===== src/rtl/audio_wave_pulsewidth_gen_pkg.sv =====
// audio_wave_pulsewidth_gen_pkg: shared widths, muted duty code, waveform codes and LFSR step
package audio_wave_pulsewidth_gen_pkg;
    localparam int DEF_PERWIDTH = 28;
    localparam int DEF_BITRES = 4;
    localparam int PWM_MUTED = 0;
    typedef enum logic [1:0] {
        WAVE_TRI = 2'b00,
        WAVE_SAW = 2'b01,
        WAVE_SQR = 2'b10,
        WAVE_NOISE = 2'b11
    } wave_e;
    function automatic logic [14:0] lfsr15_next(input logic [14:0] s);
        return {s[13:0], s[14] ^ s[13]};
    endfunction
endpackage


===== src/rtl/audio_lfsr15.sv =====
// audio_lfsr15: 15-bit x^15+x^14+1 noise register, advances only when asked
module audio_lfsr15
    import audio_wave_pulsewidth_gen_pkg::*;
(
    input  logic        clk,
    input  logic        resetn,
    input  logic        adv,
    input  logic [14:0] seed,
    output logic [14:0] state
);
    // shift one position per advance request, reload the seed on reset
    always_ff @(posedge clk or negedge resetn) begin
        if (!resetn) state <= seed;
        else if (adv) state <= lfsr15_next(state);
    end
endmodule


===== src/rtl/audio_wave_pulsewidth_gen.sv =====
// audio_wave_pulsewidth_gen: multi-waveform PWM duty generator with incremental phase divider
module audio_wave_pulsewidth_gen
    import audio_wave_pulsewidth_gen_pkg::*;
#(
    parameter int          PERWIDTH  = DEF_PERWIDTH,
    parameter int          BITRES    = DEF_BITRES,
    parameter logic [14:0] LFSR_SEED = 15'h0001
) (
    input  logic                clk,
    input  logic                resetn,
    input  logic                mute,
    input  logic [PERWIDTH-1:0] period,
    input  logic [1:0]          mode,
    input  logic [BITRES-1:0]   vol,
    output logic [BITRES-1:0]   pulsewidth,
    output logic                wrap
);
    localparam int SW = BITRES + 1;
    localparam int RES = 2 ** SW;
    localparam logic [SW-1:0] STEP_MAX = SW'(RES - 1);
    localparam logic [PERWIDTH:0] RES_A = (PERWIDTH + 1)'(RES);
    localparam logic [BITRES-1:0] MUTED = BITRES'(PWM_MUTED);

    logic [PERWIDTH-1:0] count, period_l;
    logic [PERWIDTH:0]   acc, acc_nx;
    logic [SW-1:0]       step;
    wave_e               mode_l;
    logic [14:0]         lfsr;
    logic                at_end, hit, adv, slow;
    logic [BITRES-1:0]   w;
    logic [2*BITRES-1:0] prod;

    assign at_end = count == period_l;
    assign acc_nx = acc + RES_A;
    assign hit    = acc_nx >= {1'b0, period_l};
    assign adv    = !mute && !at_end && hit && step != STEP_MAX;
    assign slow   = period_l < PERWIDTH'(RES);

    audio_lfsr15 u_lfsr (
        .clk   (clk),
        .resetn(resetn),
        .adv   (adv),
        .seed  (LFSR_SEED),
        .state (lfsr)
    );

    // phase counter with Bresenham step divider; period and mode only change at a wrap
    always_ff @(posedge clk or negedge resetn) begin
        if (!resetn) begin
            count    <= '0;
            acc      <= '0;
            step     <= '0;
            period_l <= '0;
            mode_l   <= WAVE_TRI;
        end else if (mute || at_end) begin
            count    <= '0;
            acc      <= '0;
            step     <= '0;
            period_l <= mute ? '0 : period;
            mode_l   <= mute ? WAVE_TRI : wave_e'(mode);
        end else begin
            count <= count + 1'b1;
            acc   <= hit ? acc_nx - {1'b0, period_l} : acc_nx;
            if (adv) step <= step + 1'b1;
        end
    end

    // waveform shape from the phase step, then amplitude scaling by vol+1
    always_comb begin
        w = mode_l == WAVE_TRI ? (step[SW-1] ? ~step[BITRES-1:0] : step[BITRES-1:0]) :
            mode_l == WAVE_SAW ? step[SW-1:1] :
            mode_l == WAVE_SQR ? (step[SW-1] ? '0 : '1) :
            BITRES'(lfsr >> (15 - BITRES));
        prod = (2*BITRES)'(w) * (2*BITRES)'({1'b0, vol} + 1'b1);
    end

    // registered duty and wrap pulse; muted on mute or unsupported short periods
    always_ff @(posedge clk or negedge resetn) begin
        if (!resetn) begin
            pulsewidth <= MUTED;
            wrap       <= 1'b0;
        end else begin
            pulsewidth <= (mute || slow) ? MUTED : BITRES'(prod >> BITRES);
            wrap       <= !mute && at_end;
        end
    end
endmodule


===== config.mk =====
export PLATFORM = sky130hd
export DESIGN_NAME = audio_wave_pulsewidth_gen
export DESIGN_NICKNAME = d
export VERILOG_FILES = /design/src/rtl/audio_wave_pulsewidth_gen_pkg.sv /design/src/rtl/audio_lfsr15.sv /design/src/rtl/audio_wave_pulsewidth_gen.sv
export SDC_FILE = /design/constraint.sdc
export NUM_CORES = 1
export LEC_CHECK = 0
export ABC_AREA = 1
export CAP_MARGIN = 20
export CORE_MARGIN = 1
export CORE_UTILIZATION = 31
export CTS_CLUSTER_SIZE = 16
export DETAILED_ROUTE_END_ITERATION = 16
export PLACE_DENSITY_LB_ADDON = 0.2
export SLEW_MARGIN = 20
export SYNTH_ARGS = -nofsm -noshare
export SYNTH_HDL_FRONTEND = slang
export SYNTH_SLANG_ARGS = --single-unit

===== constraint.sdc =====
create_clock -name clk -period 7.9 [get_ports clk]
set_input_delay 1.975 -clock clk [delete_from_list [all_inputs] [get_ports clk]]
set_output_delay 1.975 -clock clk [all_outputs]
set_load 0.02 [all_outputs]

==> impl_metrics.py <==
metrics = {
    "placement": {
        "gp_congestion": 0.897,
        "postPlaceCellArea_mm2": 0.00916,
        "port_buffers": 41,
        "dp_cells": 1562,
        "hpwl_um": 19000,
    },
    "detailed_routing": {
        "route.detailed.drc": 0,
        "first_iter_violations": 522,
        "detail-route-antenna-nets": 0,
        "post_drt_via_cell_ratio": 4.82,
        "first_pass_iters": 5,
        "routed_wl_um": 24200,
        "drt-wirelength-per-cell_um": 15.3,
        "vias": 7608,
    },
    "worst_setup_path": {
        "cp_slowest_cell": "clkdlybuf4s50_1",
        "path_buf_inv": 3,
        "start_kind": "input pin",
        "cp_max_fo": 6,
        "path_cells": "clkdlybuf4s50_1, ha_1, xor2_1, nand2_1, fa_1, fa_1, inv_1, ha_1, inv_1, nor3_1, nand3_1, o21ai_0, nand2_1, nand2_1, nor2_1",
        "cp_slowest_stage_delay_ns": 0.58,
        "cp_common_cell": "nand2_1",
        "crit_required_ns": 8.16,
        "worst-r2r-cell-count": 19,
        "end_kind": "register",
        "crit_family": "adder cells",
        "crit_arrival_ns": 5.32,
        "worstSetupPathType": "in2reg",
        "crit_cells": 15,
    },
    "synthesis": {
        "synth_ff_type": "dfrtp_1",
        "synth_area_leader_cell": "dfrtp_1",
        "synthTopCellsByArea": "dfrtp_1, nand2_1, inv_1",
        "syn_area_mm2": 0.00842,
        "yosys_warnings": 0,
        "syn_inst": 1205,
        "yosysTopAreaCellShare_pct": 33.0,
        "ys_async_sr_fraction_pct": 100,
        "synth_nets": 1290,
        "syn_area_per_cell_um2": 6.99,
        "ys_seq_area_share_pct": 33.3,
        "synth.distinct_cells": 40,
        "synth-seq-cells": 112,
        "synth-edff-count": 0,
    },
    "clock_tree": {
        "numCtsBuffers": 9,
        "cts_hold_buf": 0,
        "cts_tree": "done",
        "clk-insertion-delay-late_ns": 0.37,
        "cts.sinks": 112,
        "clock_path_buffers": 2,
        "root_buffer": "clkbuf_16",
        "clk_pin_slew_ns": 0.08,
        "cts_setup_buffers": 0,
        "cts_resized": 0,
        "cts_htree_levels": 3,
    },
    "power": {
        "p_per_area_mw_per_mm2": 321,
        "p_leak_uw": 0.00456,
        "vdd_drop_max_mv": 0.122,
    },
    "final_layout": {
        "layoutNonFillerInstCount": 1578,
        "layout.cells.most_common": "nand2_1",
        "antennaDiodeCount": 0,
        "area_delta_synth_final_pct": 12.5,
        "regArea_mm2": 0.00280,
        "layout_common_cells": "nand2_1, inv_1, nor2_1, dfrtp_1, nand3_1",
        "final_area_mm2": 0.00948,
        "multi_input_area_mm2": 0.00481,
        "drive_above_1_share_pct": 4.42,
        "fill_cells": 2892,
        "finalNetCount": 1323,
        "final_core_util_pct": 36.0,
    },
    "timing": {
        "max_freq_mhz": 198,
        "maxSlewHeadroom_pct": 43.4,
        "hold_viol_final": 0,
        "rsz0062_at_grt": "no",
        "fin_skew_ns": 0.0150,
        "setup_tns_ns": 0,
        "fin_hold_ws_ns": 0.484,
        "finalCritPeriodShare_pct": 64.0,
        "post-route-min-period_ns": 5.05,
        "finalSetupViolCount": 0,
        "worstMarginPinSlew_ns": 0.844,
        "finalMaxSlewViolations": 0,
    },
    "flow_run": {
        "cap_viol_max_count": 0,
    },
    "die": {
        "design.die.area_mm2": 0.0278,
        "row_count": 59,
        "die_y_um": 167,
        "io_pins": 42,
        "initial_utilization_pct": 32.0,
        "fp.dieW_um": 167,
        "core_mm2": 0.0264,
    },
    "hold_path": {
        "min_path_cells": 2,
        "hold_path_class": "reg2reg",
    },
    "global_routing": {
        "grt_pass1_vias": 7510,
        "grt_max_degree": 62,
        "antenna_found_initial": 0,
        "grt_pass1_wl_um": 40400,
        "grt_use_total_pct": 18.3,
        "overflow": 0,
    },
    "run_status": {
        "status": "completed",
    },
}
[synth_stat cells (4+ instances only)]
master and count:
nand2_1 287, inv_1 180, nor2_1 153, dfrtp_1 111, nand3_1 88, o21ai_0 80
xor2_1 47, a21oi_1 42, ha_1 42, nand4_1 35, xnor2_1 30, nor3_1 25
o21ai_2 15, buf_2 8, clkbuf_1 8, nor4_1 7, fa_1 6, or2_2 4
[registers in the layout, indices dropped and copies added (netlist names)]
name	count
pulsewidth	4
acc	29
mode_l	2
step	5
wrap	1
count	28
u_lfsr.state	15
period_l	28
[metal layers]
layer	track usage [%]	part of all wire [%]	vias to the layer above	wire length, um
met5	0	0	-	0
met3	1.97	2.1	14	512
met2	29.5	45	115	11000
met1	26.1	51	3566	12400
met4	4.55	1.1	0	272
li1	-	-	3913	-
[cells by family after synthesis]
logic type | after synthesis | share of synthesized area [%]
AOI/OAI and AO/OA | 148 | 9.77
buffers and inverters | 205 | 9.70
DFF | 112 | 33.3
and+or+nand+nor | 615 | 31.6
adders and majority gates | 48 | 7.66
xor gates and xnor gates | 77 | 8.01
[tightest hold or removal path, stage by stage (launching register included)]
cell and delay, ns:
dfstp_2 0.37, nand2_1 0.07, o21ai_2 0.05
[stage by stage]
stage                     setup WS [ns]  power, uW
after floorplan                    3.31       2090
after global placement             2.52       2560
after detailed placement           2.50       2560
after CTS                          2.87       3060
after global routing               2.63       3360
final                              2.85       3050
[cell type report]
| class | count | area share, % |
|---|---|---|
| Clock inverter | 7 | 0.951 |
| Inverter | 182 | 7.24 |
| Sequential cell | 112 | 29.6 |
| Timing Repair Buffer | 45 | 4.62 |
| Tap cell | 335 | 4.42 |
| Clock buffer | 9 | 2.38 |
| Multi-Input combinational cell | 888 | 50.8 |
[path summary, 6_finish.rpt]
path	start	end	slack (ns)
max	vol[0]	pulsewidth[1]$_DFF_PN0_	2.85
min	u_lfsr.state[0]$_DFFE_PN1P_	u_lfsr.state[0]$_DFFE_PN1P_	0.48
max reg2reg	acc[5]$_DFF_PN0_	u_lfsr.state[3]$_DFFE_PN0P_	3.66
min reg2reg	u_lfsr.state[0]$_DFFE_PN1P_	u_lfsr.state[0]$_DFFE_PN1P_	0.48
max in group asynchronous	resetn	u_lfsr.state[7]$_DFFE_PN0P_	4.99
min in group asynchronous	resetn	count[4]$_DFF_PN0_	1.70
[where the power goes]
group	internal, uW	switching, uW	total (uW)
Combinational	571	1250	1820
Clock	253	241	494
Sequential	653	75.5	729
No activity file was read; power rests on OpenSTA's default activity.
